<file path="src/rtl/mult_serial_pkg.sv">
// Shared types and constants for the serial multiplier host.
// The state encoding is fixed at 3 bits so it can be probed and compared directly.
package mult_serial_pkg;

    localparam int OPERAND_BITS  = 8;
    localparam int PRODUCT_BITS  = 8;
    localparam int RESP_WAIT_MAX = 15;

    typedef enum logic [2:0] {
        ST_IDLE  = 3'd0,
        ST_START = 3'd1,
        ST_SEND  = 3'd2,
        ST_WAIT  = 3'd3,
        ST_RECV  = 3'd4,
        ST_DONE  = 3'd5
    } state_t;

endpackage

</file>
<file path="src/rtl/ser_shift8.sv">
// 8-bit load / shift-right register.
// Transmit use: load the operands, then emit q[0]. Receive use: shift the serial line in at bit 7.
module ser_shift8 (
    input  logic       clk,
    input  logic       reset,
    input  logic       load,
    input  logic [7:0] load_data,
    input  logic       shift,
    input  logic       shift_in,
    output logic [7:0] q
);

    always_ff @(posedge clk or posedge reset) begin
        if (reset) begin
            q <= 8'h00;
        end else if (load) begin
            q <= load_data;
        end else if (shift) begin
            q <= {shift_in, q[7:1]};
        end
    end

endmodule

</file>
<file path="src/rtl/mult_serial_host.sv">
// Host side of a bit-serial 4x4 multiplier link: sends {b,a} LSB first after a start pulse,
// waits RESP_WAIT clocks, then collects the 8-bit product LSB first.
//
// state | meaning
// IDLE  | ready for a request; operands latched on req_valid
// START | start strobe is generated for the next cycle
// SEND  | 8 operand bits are shifted out
// WAIT  | RESP_WAIT turnaround clocks (skipped when RESP_WAIT is 0)
// RECV  | 8 product bits are sampled from ser_in
// DONE  | product is published and rsp_valid is pulsed
module mult_serial_host
    import mult_serial_pkg::*;
#(
    parameter int RESP_WAIT = 2
) (
    input  logic       clk,
    input  logic       reset,
    input  logic       req_valid,
    output logic       req_ready,
    input  logic [3:0] a,
    input  logic [3:0] b,
    output logic       start,
    output logic       ser_out,
    input  logic       ser_in,
    output logic       rsp_valid,
    output logic [7:0] rsp_prod,
    output logic       busy
);

    localparam logic [3:0] WAIT_LOAD = (RESP_WAIT > 0) ? 4'(RESP_WAIT - 1) : 4'd0;

    state_t     state;
    state_t     next_state;
    logic [2:0] bit_cnt;
    logic [3:0] wait_cnt;
    logic       accept;
    logic       load_bits;
    logic       load_wait;
    logic       tx_shift;
    logic       rx_shift;
    logic       start_d;
    logic       ser_out_d;
    logic       rsp_valid_d;
    logic [7:0] tx_q;
    logic [7:0] rx_q;
    logic       unused_tx_hi;

    always_ff @(posedge clk or posedge reset) begin
        if (reset) begin
            state <= ST_IDLE;
        end else begin
            state <= next_state;
        end
    end

    always_comb begin
        next_state = state;
        case (state)
            ST_IDLE:  if (req_valid) next_state = ST_START;
            ST_START: next_state = ST_SEND;
            ST_SEND:  if (bit_cnt == 3'd0) next_state = (RESP_WAIT == 0) ? ST_RECV : ST_WAIT;
            ST_WAIT:  if (wait_cnt == 4'd0) next_state = ST_RECV;
            ST_RECV:  if (bit_cnt == 3'd0) next_state = ST_DONE;
            ST_DONE:  next_state = ST_IDLE;
            default:  next_state = ST_IDLE;
        endcase
    end

    always_comb begin
        req_ready   = (state == ST_IDLE);
        busy        = (state != ST_IDLE);
        accept      = (state == ST_IDLE) && req_valid;
        tx_shift    = (state == ST_SEND);
        rx_shift    = (state == ST_RECV);
        start_d     = (state == ST_START);
        ser_out_d   = (state == ST_SEND) && tx_q[0];
        rsp_valid_d = (state == ST_DONE);
        load_bits   = (next_state != state) && ((next_state == ST_SEND) || (next_state == ST_RECV));
        load_wait   = (next_state == ST_WAIT) && (state != ST_WAIT);
    end

    // Down-counters are reloaded on state entry and stick at zero, so exit always sees a clean count.
    always_ff @(posedge clk or posedge reset) begin
        if (reset) begin
            bit_cnt  <= 3'd0;
            wait_cnt <= 4'd0;
        end else begin
            if (load_bits) begin
                bit_cnt <= 3'd7;
            end else if (bit_cnt != 3'd0) begin
                bit_cnt <= bit_cnt - 3'd1;
            end
            if (load_wait) begin
                wait_cnt <= WAIT_LOAD;
            end else if (wait_cnt != 4'd0) begin
                wait_cnt <= wait_cnt - 4'd1;
            end
        end
    end

    always_ff @(posedge clk or posedge reset) begin
        if (reset) begin
            start     <= 1'b0;
            ser_out   <= 1'b0;
            rsp_valid <= 1'b0;
            rsp_prod  <= 8'h00;
        end else begin
            start     <= start_d;
            ser_out   <= ser_out_d;
            rsp_valid <= rsp_valid_d;
            if (rsp_valid_d) begin
                rsp_prod <= rx_q;
            end
        end
    end

    ser_shift8 u_tx (
        .clk       (clk),
        .reset     (reset),
        .load      (accept),
        .load_data ({b, a}),
        .shift     (tx_shift),
        .shift_in  (1'b0),
        .q         (tx_q)
    );

    // Cleared on accept so a frame aborted mid-receive never leaks stale bits.
    ser_shift8 u_rx (
        .clk       (clk),
        .reset     (reset),
        .load      (accept),
        .load_data (8'h00),
        .shift     (rx_shift),
        .shift_in  (ser_in),
        .q         (rx_q)
    );

    assign unused_tx_hi = ^tx_q[7:1];

endmodule

</file>
<file path="config.mk">
export PLATFORM = sky130hd
export DESIGN_NAME = mult_serial_host
export DESIGN_NICKNAME = d
export VERILOG_FILES = /design/src/rtl/mult_serial_pkg.sv /design/src/rtl/ser_shift8.sv /design/src/rtl/mult_serial_host.sv
export SDC_FILE = /design/constraint.sdc
export NUM_CORES = 1
export LEC_CHECK = 0
export ABC_AREA = 1
export CAP_MARGIN = 0
export CORE_UTILIZATION = 56
export DETAILED_ROUTE_END_ITERATION = 16
export PLACE_DENSITY = 0.82
export SLEW_MARGIN = 20
export SYNTH_ARGS = -nofsm -noshare
export SYNTH_HDL_FRONTEND = slang
export SYNTH_SLANG_ARGS = --single-unit
</file>
<file path="constraint.sdc">
create_clock -name clk -period 3.3 [get_ports clk]
set_input_delay 0.66 -clock clk [delete_from_list [all_inputs] [get_ports clk]]
set_output_delay 0.66 -clock clk [all_outputs]
set_load 0.01 [all_outputs]
</file>
# Word level (Yosys, flattened, before mapping)
# Cells that the tools add are included.
# W data, S select, Z words.
# totals
register_bits	37
wordCells	49
# classes
mux	13
addsub	2
n_reduce_logical	15
eq_ne	10
# ops
cell	n
$mux W8	4
$mux W3	6
$pmux W3 S5	1
$eq A3 B2 Y1 const B	4
$eq A3 B3 Y1 const B	3
$mux W4	2
$reduce_bool A2 Y1	4
$logic_not A3 Y1	2
$reduce_bool A3 Y1	2
$logic_and A1 B1 Y1	4
$logic_not A4 Y1	1
$reduce_bool A4 Y1	1
$sub A4 B1 Y4 const B	1
$eq A3 B1 Y1 const B	1
$ne A3 B2 Y1 const B	1
$ne A3 B3 Y1	1
$sub A3 B1 Y3 const B	1
$logic_or A1 B1 Y1	1

# Logic depth before layout (Yosys ltp)
# Gate-level depths: netlist (run 1).
# depth
word_depth	7
mapped_depth	8
ltp_nobuf	8

# By module
# Synthesis (run 1) repeated with hierarchy kept, for this count alone.
# unflattened
cells_unflattened	208
hier_area_um2	1732.9
# by_module_without_submodules
module	area_each_um2	seq_area_each_um2	instances	cells_each
mult_serial_host	977.2	525.5	1	118
ser_shift8	377.9	200.2	2	45

# Least setup slack after synthesis (run 1)
# Ideal clock, no wire load.
# synth_timing
kind	reg-to-output
from	register state[0]
to	output port req_ready
setup_slack_ns	1.793
t_arrival_ns	0.847
path_buffers	0
t_required_ns	2.640
path_stages_with_launch	4
cell_sequence	dfrtp_1 -> nor2_4 -> nand2_1 -> inv_1
# synth_via
elab_chain_cells	1
# synth_rtl
item	line	text
from (decl)	mult_serial_host.sv:32	state_t state;
from (signal assigned)	mult_serial_host.sv:52	state <= next_state;
$logic_not A3 Y1	mult_serial_host.sv:70	req_ready = (state == ST_IDLE);
to (decl)	mult_serial_host.sv:19	output logic req_ready,
# No other way between the ends.

# Final worst setup path (run 1)
# Ends and elaborated chain as after synthesis.

==> results of run 1 <==
-- state kept, by name, summed over array words and instances, names as in the netlist --
register	cells
u_tx.q	8
bit_cnt	3
state	3
ser_out	1
u_rx.q	8
rsp_valid	1
rsp_prod	8
start	1
wait_cnt	4
-- area by class of cell --
type / instances / area (um^2)
Sequential cell: 37 / 926
Multi-Input combinational cell: 116 / 596
Inverter: 28 / 110
Tap cell: 31 / 38.8
Clock buffer: 7 / 65.1
Fill cell: 228 / 793
Timing Repair Buffer: 25 / 248
Clock inverter: 1 / 5.00
-- logic make-up after synthesis --
kind of cell,after synthesis,synth area share (%)
AO/OA/AOI/OAI,21,6.76
adder cells (fa/ha/maj),3,2.28
AND/OR/NAND/NOR,89,25.5
XOR/XNOR,3,1.60
flip-flops,37,56.2
buffers and inverters,30,7.60
-- power by group through the flow --
stage                     registers [mW]  clock network, mW  logic [mW]
after global routing               0.762              0.287       0.829
after global placement             0.736                  0       0.705
after detailed placement           0.751                  0       0.745
final                              0.742              0.266       0.742
after CTS                          0.742              0.271       0.752
after floorplan                    0.750                  0       0.493
-- layout by cell type (no fill, tap or decap) --
master            n
nand2_1          56
dfrtp_1          37
clkdlybuf4s50_1  24
inv_1            23
o21ai_1          14
nand3_1          11
nand2_2           9
nor2_1            6
clkbuf_4          5
nand3_2           4
o21ai_0           4
inv_2             3
xor2_1            3
ha_1              3
inv_4             2
clkbuf_8          2
nor2_4            1
o21ai_2           1
a21oi_1           1
nor2_8            1
nor3_1            1
o31ai_1           1
clkinv_2          1
buf_4             1
-- metal layers --
layer  vias up  global-route usage, %
met5         -                      0
li1        625                      -
met2        26                   37.2
met1       602                   24.9
met4         0                   4.18
met3         2                   4.88
-- critical path, stage by stage, from the launching register on --
cell	delay, ns
dfrtp_1	0.47
nor2_4	0.22
nand2_1	0.09
inv_1	0.06
clkdlybuf4s50_1	0.52
-- worst min path at each step --
stage,depth (start not counted),slack (ns),from,to
6_report,2,0.49,u_rx.q[0],rsp_prod[0]
5_1_grt,2,0.53,u_rx.q[7],u_rx.q[7]
4_1_cts,2,0.50,u_rx.q[0],rsp_prod[0]
3_3_place_gp,2,0.46,u_rx.q[7],u_rx.q[7]
3_5_place_dp,2,0.47,u_rx.q[0],rsp_prod[0]
2_1_floorplan,2,0.44,u_rx.q[7],u_rx.q[7]
==> metrics.md, run 1 <==
| Metric | Value |
|---|---|
| Synth Instances | 183 |
| # clock sinks | 37 |
| Hold WC Path Type | register to register |
| Register share of total power | a little over two fifths |
| Required time worst endpoint | between 2 and 3 ns |
| Residual DRC count | 0 |
| Number of synthesized flops with an enable pin | 0 |
| Max Clk Rate | 425 MHz |
| Die X | roughly 56 um |
| Die extent in y | 56.2 um |
| Initial antenna violation count | 0 |
| Remaining Overflow, GRT | 0 |
| TritonCTS clock tree | done |
| Port bufs | 24 |
| Pre-CTS setup slack | 1.31 ns |
| Crit path from | state[0] |
| Fin. Hold Viols | 0 |
| Total CTS buffers | 5 |
| Cells after DPL | ~240 |
| Area grow syn2layout | 20.7% |
| Worst-path maximum fanout | 6 |
| Placed Area | ~1900 um^2 |
| Cts repair resizes | 0 |
| Setup WS post-layout | 0.949 ns |
| Post-synth ARST share | between 90% and 100% |
| Hold_buf cts | 0 |
| Drt pass-1 iters | 6 |
| Clk slew on worst S/H paths | between 0.1 and 0.15 ns |
| Dominant cell by count in the synthesized netlist | nand2_1 |
| Top layer in use | met4 |
| Final setup vio count | 0 |
| Worst EP arrival | between 1.5 and 2 ns |
| Top cells by area, synth | dfrtp_1, nand2_1, inv_1 |
| Synth Flop Type | dfrtp_1 |
| LEAKAGE | around 1.0 nW |
| Top cells by count, synth | nand2_1, dfrtp_1, inv_1, o21ai_1, nand3_1 |
| Vias | ~1300 |
| Seq/Total Area, Yosys | a little under three fifths |
| Vias per inst | roughly 5.1 |
| First-pass GRT wire length | about 5100 um |
| Met1 wire length | 1280 um |
| Power Dens Cells | ~880 nW/um^2 |
| Finished Layout Cells | 245 |
| Tmin final | ~2.4 ns |
| Skew final | ~0.0047 ns |
| FF-to-FF path depth | 6 |
| Synth Register Bits | 37 |
| Crit. End Element | output port |
| Clock Path Buffers | 2 |
| P_sw | between 0.6 and 0.7 mW |
| Mapped Avg Cell Area | ~9 um^2 |
| CP Capture Point | req_ready |
| Final Instance Area | between 1500 and 2000 um^2 |
| Mapped cell area | approximately 1600 um^2 |
| Status | finished clean |
| Synth area leader | dfrtp_1 |
| Combinational share of power | around 42% |
| Util after Layout | 71.5% |
| Post-route ant nets | 0 |
| Layout net count | ~230 |
| FP Rows | 19 |
| Worst r2r dst | wait_cnt[2] |
| WS Path Type | register to output port |
| Yosys top cell area share | 56.2% |
| Largest net degree at the start of global routing | 38 |
| Critical R2R Launch | state[2] |
| Vias in the first global route | roughly 1200 |
| ANT cells | 0 |
| TNS Setup | 0 ns |
| Flop-to-flop setup slack | 1.97 ns |
| Yosys warns | 0 |
| Setup Buffers After CTS | 0 |
| RSZ-0062 raised after global routing | no |
| Post-synthesis cell type count | 20 |
| Clk Latency, worst-skew pair | roughly 0.33 ns |
| Worst Tran Pin Value | 0.460 ns |
| Root Driver | clkbuf_4 |
| Met2 WL post-DR | roughly 1500 um |
| RePlAce Congestion | 0.709 |
| Share of cells above drive strength 1 | roughly 14% |
| Sw Share | about 39% |
| Max_cap viols | 0 |
| Initial core utilization | 59.2% |
| Core Area | around 2800 um^2 |
| Routed length per placed instance | around 12 um |
| Internal | 1.07 mW |
| Peak VDD IR | ~0.58 mV |
| Rel. slew slack | 69.4% |
| Mapped Nets | a little under 200 |
| Final Max Tran Viols | 0 |
| Total power | 1.75 mW |
| Total global-route track usage | between 20% and 30% |
| Startpoint types | register |
| Final wirelength | between 2000 and 3000 um |
| Number of top-level pins | 25 |
| Fin Hold WS | 0.493 ns |
| Dpl hpwl | approximately 2100 um |
| Tcrit/Tclk final | a little under three quarters |
| Met3 wire len | roughly 120 um |
| H-tree lvl count | 2 |
| DRT iter0 DRCs | 42 |
| Clock power frac | ~15% |
| Die Area | between 3000 and 4000 um^2 |
Note: power is estimated with default switching activity, not from simulation.
==> run 2: changes to the inputs <==
- CORE_UTILIZATION: 56 -> 52
- PLACE_DENSITY: 0.82 -> 0.77
- clock period: 3.3 -> 2.3 ns (I/O delays scaled with it)
==> metrics.md, run 2 (synthesis gave the netlist of run 1 again) <==
| Metric | Value |
|---|---|
| Status | finished clean |
| Clock power frac | 15.4% (+0.2 points) |
| Critical R2R Launch | state[2] |
| Die Area | 3400 um^2 (+7.4%) |
| Total CTS buffers | 5 (unchanged) |
| Fin Hold WS | 0.487 ns (-0.00566 ns) |
| Register share of total power | 42.5% (about the same) |
| Biggest regs | rsp_prod: 8 flops, u_rx.q: 8 flops, u_tx.q: 8 flops |
| Max Clk Rate | about 460 MHz |
| Dpl hpwl | 2130 um (+1.5%) |
| Sequential Area | 926 um^2 (unchanged) |
| Clk slew on worst S/H paths | 0.10 ns (about the same) |
| First-pass GRT wire length | 5060 um (-1.2%) |
| Vias in the first global route | 1242 (+1.2%) |
| Die X | 58.3 um (+3.6%) |
| Area grow syn2layout | 21.7% |
| Initial antenna violation count | 0 (unchanged) |
| Internal | 1.53 mW (+43%) |
| Final Max Tran Viols | 0 (unchanged) |
| Number of top-level pins | 25 (unchanged) |
| Die extent in y | 58.3 um (+3.6%) |
| Fillers | 267 (+17%) |
| Crit path from | state[0] |
| RSZ-0062 raised after global routing | no |
| H-tree lvl count | 2 (unchanged) |
| Worst Tran Pin Value | 0.459 ns (-0.000652 ns) |
| Port bufs | 24 (unchanged) |
| Worst EP arrival | 1.70 ns (about the same) |
| Required time worst endpoint | 1.84 ns (-0.80 ns) |
| Cts repair resizes | 0 (unchanged) |
| Max_cap viols | 0 (unchanged) |
| Power Dens Cells | 1250 nW/um^2 (+42%) |
| Clock Path Buffers | 2 (unchanged) |
| Post-route ant nets | 0 (unchanged) |
| TNS Setup | 0 ns (unchanged) |
| Final setup vio count | 0 (unchanged) |
| Area of the multi-input gates | 596 um^2 (unchanged) |
| Tmin final | 2.16 ns |
| # clock sinks | 37 (unchanged) |
| Hold WC Path Type | register to register |
| Routed length per placed instance | 11.2 um (-6.7%) |
| Skew final | 0.00448 ns (-0.000190 ns) |
| FP Rows | 20 (+1) |
| Sw Share | 38.8% (about the same) |
| Remaining Overflow, GRT | 0 (unchanged) |
| Initial core utilization | 54.4% (-4.8 points) |
| Vias per inst | 4.79 (-6.5%) |
| Total global-route track usage | 20.3% (-0.23 points) |
| Core Area | 3030 um^2 (+8.9%) |
| Final wirelength | 2900 um (-1.7%) |
| WS Path Type | register to output port |
| Residual DRC count | 0 (unchanged) |
| Rel. slew slack | 69.4% (about the same) |
| Root Driver | clkbuf_4 |
| Drt pass-1 iters | 4 (-2) |
| DRT iter0 DRCs | 60 (+43%) |
| Fin. Hold Viols | 0 (unchanged) |
| Commonest cells after routing, fill and taps aside | nand2_1, dfrtp_1, clkdlybuf4s50_1 |
| Clk Latency, worst-skew pair | 0.35 ns (+0.02 ns) |
| Worst Hold Launch | u_rx.q[7] |
| RePlAce Congestion | 0.768 (+8.2%) |
| Worst-path maximum fanout | 6 (unchanged) |
| Share of cells above drive strength 1 | 14.0% (unchanged) |
| Crit. End Element | output port |
| Largest net degree at the start of global routing | 38 (unchanged) |
| Combinational share of power | 42.1% (-0.3 points) |
| P_sw | 0.971 mW (+43%) |
| TritonCTS clock tree | done |
| Layout net count | 228 (unchanged) |
| Setup Buffers After CTS | 0 (unchanged) |
| Startpoint types | register |
| Peak VDD IR | 0.568 mV (-2.3%) |
| Tcrit/Tclk final | a little over nine tenths |
| Vias | 1236 (-1.5%) |
| Hold_buf cts | 0 (unchanged) |
| Commonest non-fill, non-tap cell in the layout | nand2_1 |
| LEAKAGE | 1.01 nW (unchanged) |
| ANT cells | 0 (unchanged) |
## run 2: cell counts in the layout (fill, tap and decap cells not counted)
No cell type changed its count.
## run 2: per-stage QoR
step	setup WS, ns	util [%]	instance area (um^2)	cells	power, mW
after global routing	0.0381	66.2	2000	258	2.71
after detailed placement	0.497	63.9	1930	250	2.14
after CTS	0.104	66.2	2000	258	2.53
after global placement	0.559	63.9	1930	250	2.08
final	0.138	66.2	2000	258	2.50
after floorplan	0.993	-	1650	183	1.78
## run 2: final cells by class
type	count	area share, %
repair buffers	25	12.4
inverters	28	5.49
clock inverters	1	0.250
flip-flops and latches	37	46.2
multi-input cells	116	29.7
clock buffers	7	3.25
well taps	44	2.75
## run 2: power groups by stage
stage               Combinational, mW  Clock [mW]  Sequential (mW)
floorplan                       0.708           0             1.08
global placement                 1.02           0             1.06
detailed placement               1.06           0             1.08
CTS                              1.07       0.397             1.06
global route                     1.19       0.419             1.10
finish                           1.05       0.386             1.06
## run 2: layer usage
metal / vias to the layer above / global-route usage (%) / wire length [um]
li1: 626 / - / -
met1: 578 / 22.6 / 1250
met2: 25 / 35.8 / 1480
met3: 7 / 4.69 / 98
met4: 0 / 11.2 / 67
met5: - / 0 / 0
## run 2: final timing paths
path / to / slack (ns) / depth (start not counted)
setup / recovery: req_ready / 0.14 / 4
hold / removal: u_rx.q[7] / 0.49 / 2
setup reg to reg: wait_cnt[2] / 1.00 / 6
hold reg to reg: u_rx.q[7] / 0.49 / 2
max in group asynchronous: start / 1.47 / 3
min in group asynchronous: u_rx.q[4] / 0.50 / 3
## run 2: critical path, stage by stage, from the launching register on
cell             delay (ns)
dfrtp_1                0.46
nor2_4                 0.22
nand2_1                0.10
inv_1                  0.06
clkdlybuf4s50_1        0.52
==> run 3: changes to the inputs <==
- MAX_ROUTING_LAYER: unset -> met4
==> results of run 3 <==
No change in the layout: final DEF, timing and power equal those of run 2.
Main changes from that run: final weighted congestion in routability-driven placement 0.768 -> 0.778; overall routing resource usage 20.3% -> 21.0%
==> patch 1, RTL diff (flow settings as in run 3) <==
Make the reset (`reset`) synchronous in 4 clocked blocks.
--- a/src/rtl/ser_shift8.sv
+++ b/src/rtl/ser_shift8.sv
@@ -10,7 +10,7 @@
     output logic [7:0] q
 );
 
-    always_ff @(posedge clk or posedge reset) begin
+    always_ff @(posedge clk) begin
         if (reset) begin
             q <= 8'h00;
         end else if (load) begin
--- a/src/rtl/mult_serial_host.sv
+++ b/src/rtl/mult_serial_host.sv
@@ -45,7 +45,7 @@
     logic [7:0] rx_q;
     logic       unused_tx_hi;
 
-    always_ff @(posedge clk or posedge reset) begin
+    always_ff @(posedge clk) begin
         if (reset) begin
             state <= ST_IDLE;
         end else begin
@@ -80,7 +80,7 @@
     end
 
     // Down-counters are reloaded on state entry and stick at zero, so exit always sees a clean count.
-    always_ff @(posedge clk or posedge reset) begin
+    always_ff @(posedge clk) begin
         if (reset) begin
             bit_cnt  <= 3'd0;
             wait_cnt <= 4'd0;
@@ -98,7 +98,7 @@
         end
     end
 
-    always_ff @(posedge clk or posedge reset) begin
+    always_ff @(posedge clk) begin
         if (reset) begin
             start     <= 1'b0;
             ser_out   <= 1'b0;
Behaviour: differs if reset is asserted again (counterexample within 4 cycles, from zero or initial values and one cycle with reset high); with reset held inactive, the same outputs for 10 cycles.
==> patch 1 against run 3 <==
Cell area is 8.5% lower. Via count up 4.9%. Maximum frequency grew 9.0%. Sequential cell count is the same. Cell count shrank 0.39%. Register-to-register slack worse by 0.06 ns. Synthesized area shrank 8.1%. Total power shrank 32%. Sequential power fell by 25%. Setup slack better by 0.18 ns. Die area is 7.9% lower. Routed wire length grew 0.62%. Highest routed layer unchanged.
==> patch 1: results <==
metrics = {
    "setup_path": {
        "critPathArrivalTime_ns": 1.52,
        "path_max_fanout": 5,
    },
    "synth": {
        "yosys.area.top_type": "dfxtp_1",
        "synth-async-reset-ratio_pct": 0,
        "yosysSeqAreaShare_pct": 49.0,
        "syn_avg_cell_area_sq_um": 7.64,
        "yosys-top-cells-area": "dfxtp_1, nand2_1, a21oi_1",
        "synth_cell_type_count": 22,
        "synth_nets": 213,
        "yosys-top-cells-count": "nand2_1, dfxtp_1, a21oi_1",
    },
    "sta": {
        "relSlewSlack_pct": 72.1,
        "finClkSkew_ns": 0.00244,
    },
    "outcome": {
        "run_status": "complete, no violations",
    },
    "global_route": {
        "met1_usage_pct": 23.4,
        "grt_pass1_wl_microns": 4970,
        "grt_start_max_net_pins": 24,
        "grt_use_met2_pct": 33.6,
        "grt_use_total_pct": 21.1,
        "grt_use_met3_pct": 5.58,
        "grt_pass1_vias": 1205,
    },
    "final_layout": {
        "final_cells": 257,
        "layout.nets": 241,
        "drive_gt1_share_pct": 8.85,
        "final.fill_count": 235,
        "final_core_util_pct": 66.5,
    },
    "placed_design": {
        "place_inst": 250,
        "place_ws_ns": 0.680,
        "place_area_sq_mm": 0.00178,
        "place_congestion": 0.814,
        "detailed_place_hpwl_microns": 2110,
    },
    "clock_network": {
        "cts_root_buffer": "clkbuf_4",
        "cts-buffers-inserted": 5,
        "ctsResizeCount": 0,
        "clk_pin_slew_worst_paths_ns": 0.10,
    },
    "power_and_ir_drop": {
        "ir_drop_v": 0.000813,
        "netSwitchingPower_uw": 587,
        "p_leak_nw": 0.712,
    },
    "route": {
        "initialDrtViolationCount": 45,
        "wl_per_cell_microns": 11.3,
        "viasPerCell": 5.05,
    },
}
==> patch 1: cell count changes in the layout (fill, tap and decap cells not counted), sizes merged, moves of 6 or more <==
cell   change
dfxtp     +37
inv        -6
a21oi     +35
o21ai     -17
nor2       +7
dfrtp     -37
nand2     -10
==> patch 1: area by class of cell <==
cell class	count	area share (%)
Tap cell	31	2.11
Timing Repair Buffer	26	13.9
Sequential cell	37	40.4
Inverter	22	4.64
Multi-Input combinational cell	134	35.9
Clock buffer	7	3.00
==> patch 1: power groups by stage <==
stage	logic, mW	registers, mW	clock network, mW
3_3_place_gp	0.555	0.797	0
4_1_cts	0.584	0.789	0.354
3_5_place_dp	0.579	0.804	0
2_1_floorplan	0.456	0.794	0
6_report	0.581	0.790	0.341
5_1_grt	0.674	0.801	0.383
==> patch 1: path summary, 6_finish.rpt <==
kind	from	end	slack, ns	cells past startpoint
min	rsp_prod[1]	rsp_prod[1]	0.47	2
max reg2reg	state[1]	bit_cnt[2]	0.94	6
max	state[1]	req_ready	0.32	4
min reg2reg	rsp_prod[1]	rsp_prod[1]	0.47	2
==> patch 1: logic make-up after synthesis <==
group           share of synthesized area (%)
flops                                    49.0
xor+xnor                                 2.90
compound gates                           13.0
buf+inv                                  7.44
fa+ha+maj                                2.48
simple gates                             25.2
==> patch 1: critical path: stages (launching register included) <==
cell and delay (ns):
dfxtp_1 0.38, nor2_2 0.15, nand2_1 0.08, inv_1 0.05, clkdlybuf4s50_1 0.52
==> patch 1: layer usage <==
metal	wire (microns)	part of all wire, %
met3	154	5.3
met2	1390	48
met4	70	2.4
met5	0	0
met1	1310	45
==> patch 2, RTL diff (flow settings as in run 3) <==
Without the edit above. Re-encode `state_t` (6 states) as one-hot, 6 bits wide.
--- a/src/rtl/mult_serial_pkg.sv
+++ b/src/rtl/mult_serial_pkg.sv
@@ -6,13 +6,13 @@
     localparam int PRODUCT_BITS  = 8;
     localparam int RESP_WAIT_MAX = 15;
 
-    typedef enum logic [2:0] {
-        ST_IDLE  = 3'd0,
-        ST_START = 3'd1,
-        ST_SEND  = 3'd2,
-        ST_WAIT  = 3'd3,
-        ST_RECV  = 3'd4,
-        ST_DONE  = 3'd5
+    typedef enum logic [5:0] {
+        ST_IDLE  = 6'b000001,
+        ST_START = 6'b000010,
+        ST_SEND  = 6'b000100,
+        ST_WAIT  = 6'b001000,
+        ST_RECV  = 6'b010000,
+        ST_DONE  = 6'b100000
     } state_t;
 
 endpackage
Formal check against the unedited RTL: same outputs for any inputs over 10 cycles, from zero or initial values and one cycle with reset high; not proved beyond that.
==> patch 2 against run 3 <==
Critical path depth is 1 higher. Total power shrank 2.7%. Cell area increased by 15%. Synthesized area rose by 16%. Routed wire length rose by 16%. Die area rose by 16%. Setup slack got worse by 0.021 ns. Sequential cell count increased by 3. Largest cell class unchanged.
==> patch 2: results <==
metrics = {
    "synth": {
        "synth_cell_type_count": 30,
        "yosysWarnings": 0,
        "syn-instance-count": 196,
        "synth_nets": 211,
        "yosysSeqAreaShare_pct": 52.3,
        "yosys-top-cells-count": "dfrtp_1, nand2_1, inv_1",
        "yosys-top-cells-area": "dfrtp_1, nand2_1, nand3_1",
    },
    "clock_network": {
        "cts_sinks": 40,
        "cts_root_buffer": "clkbuf_8",
        "cts_setup_buffers": 0,
        "clk_pin_slew_worst_paths_ns": 0.08,
        "clock_latency_ns": 0.29,
    },
    "hold_path": {
        "whs_endpoint": "rsp_prod[4]",
        "min_from": "rsp_prod[4]",
    },
    "setup_path": {
        "r2r_slack_ns": 0.54,
        "r2r_start": "state[1]",
        "path_max_fanout": 3,
        "rr_endpoint": "u_rx.q[4]",
        "ff2ff_path_depth": 5,
        "critPathArrivalTime_ns": 1.72,
    },
    "final_layout": {
        "seq_share_pct": 43.7,
        "inverters": 30,
        "area_share_clock_buf_inv_pct": 5.29,
        "final.fill_count": 287,
        "bufAreaShareNonClock_pct": 11.4,
        "layout.nets": 239,
        "nNonClkBuffers": 27,
        "final_area_sq_mm": 0.00230,
        "multi_input_area_sq_um": 739,
        "drive_gt1_share_pct": 16.9,
        "n_clock_buffer": 6,
        "nMultiInputCombCells": 120,
    },
    "global_route": {
        "grt_pass1_wl_microns": 6130,
        "antenna_found_initial": 0,
        "grt_pass1_vias": 1313,
        "grt_use_total_pct": 21.0,
        "grt_start_max_net_pins": 41,
    },
    "sta": {
        "finClkSkew_ns": 0.00847,
        "fin_ws_ns": 0.117,
        "hold_ws_ns": 0.484,
        "worstMarginPinSlew_ns": 0.485,
    },
    "power_and_ir_drop": {
        "netSwitchingPower_uw": 868,
        "p_leak_nw": 1.11,
        "powerSeq_uw": 982,
        "internal_power_mw": 1.57,
        "ir_drop_v": 0.000601,
        "comb_power_share_pct": 35.4,
    },
    "route": {
        "routed-via-count": 1354,
        "initialDrtViolationCount": 65,
        "drt-total-wl_microns": 3360,
    },
    "placed_design": {
        "place_area_sq_mm": 0.00217,
        "place_ws_ns": 0.431,
        "place_congestion": 0.837,
        "detailed_place_hpwl_microns": 2310,
        "place_inst": 263,
    },
    "outcome": {
        "run_status": "complete, no violations",
    },
    "floorplanning": {
        "placement_rows": 21,
    },
}
[patch 2: cell types whose count changed in the layout (fill, tap and decap cells not counted), moves of 6 or more]
| cell | run 3 | this run |
|---|---|---|
| nor2_1 | 6 | 12 |
| o21ai_1 | 14 | 1 |
| nand4_1 | 0 | 11 |
| nand2_1 | 56 | 33 |
| o21ai_0 | 4 | 10 |
| o22ai_2 | 0 | 6 |
| nand3_1 | 11 | 21 |
| nand2_2 | 9 | 2 |
[patch 2: cell families (layout without fill, tap and decap cells)]
group                    after synthesis  after routing  synth area share [%]
AND/OR/NAND/NOR                       92             92                  26.3
flip-flops                            40             40                  52.3
buffers and inverters                 36             65                  9.08
AO/OA/AOI/OAI                         23             23                  9.41
adder cells (fa/ha/maj)                3              3                  1.96
XOR/XNOR                               2              2                 0.915
[patch 2: per-layer routing]
metal  wire length (microns)  GRT usage [%]
met5                       0              -
met4                      46           7.85
met3                     128           4.93
met2                    1570           32.1
met1                    1620           27.3
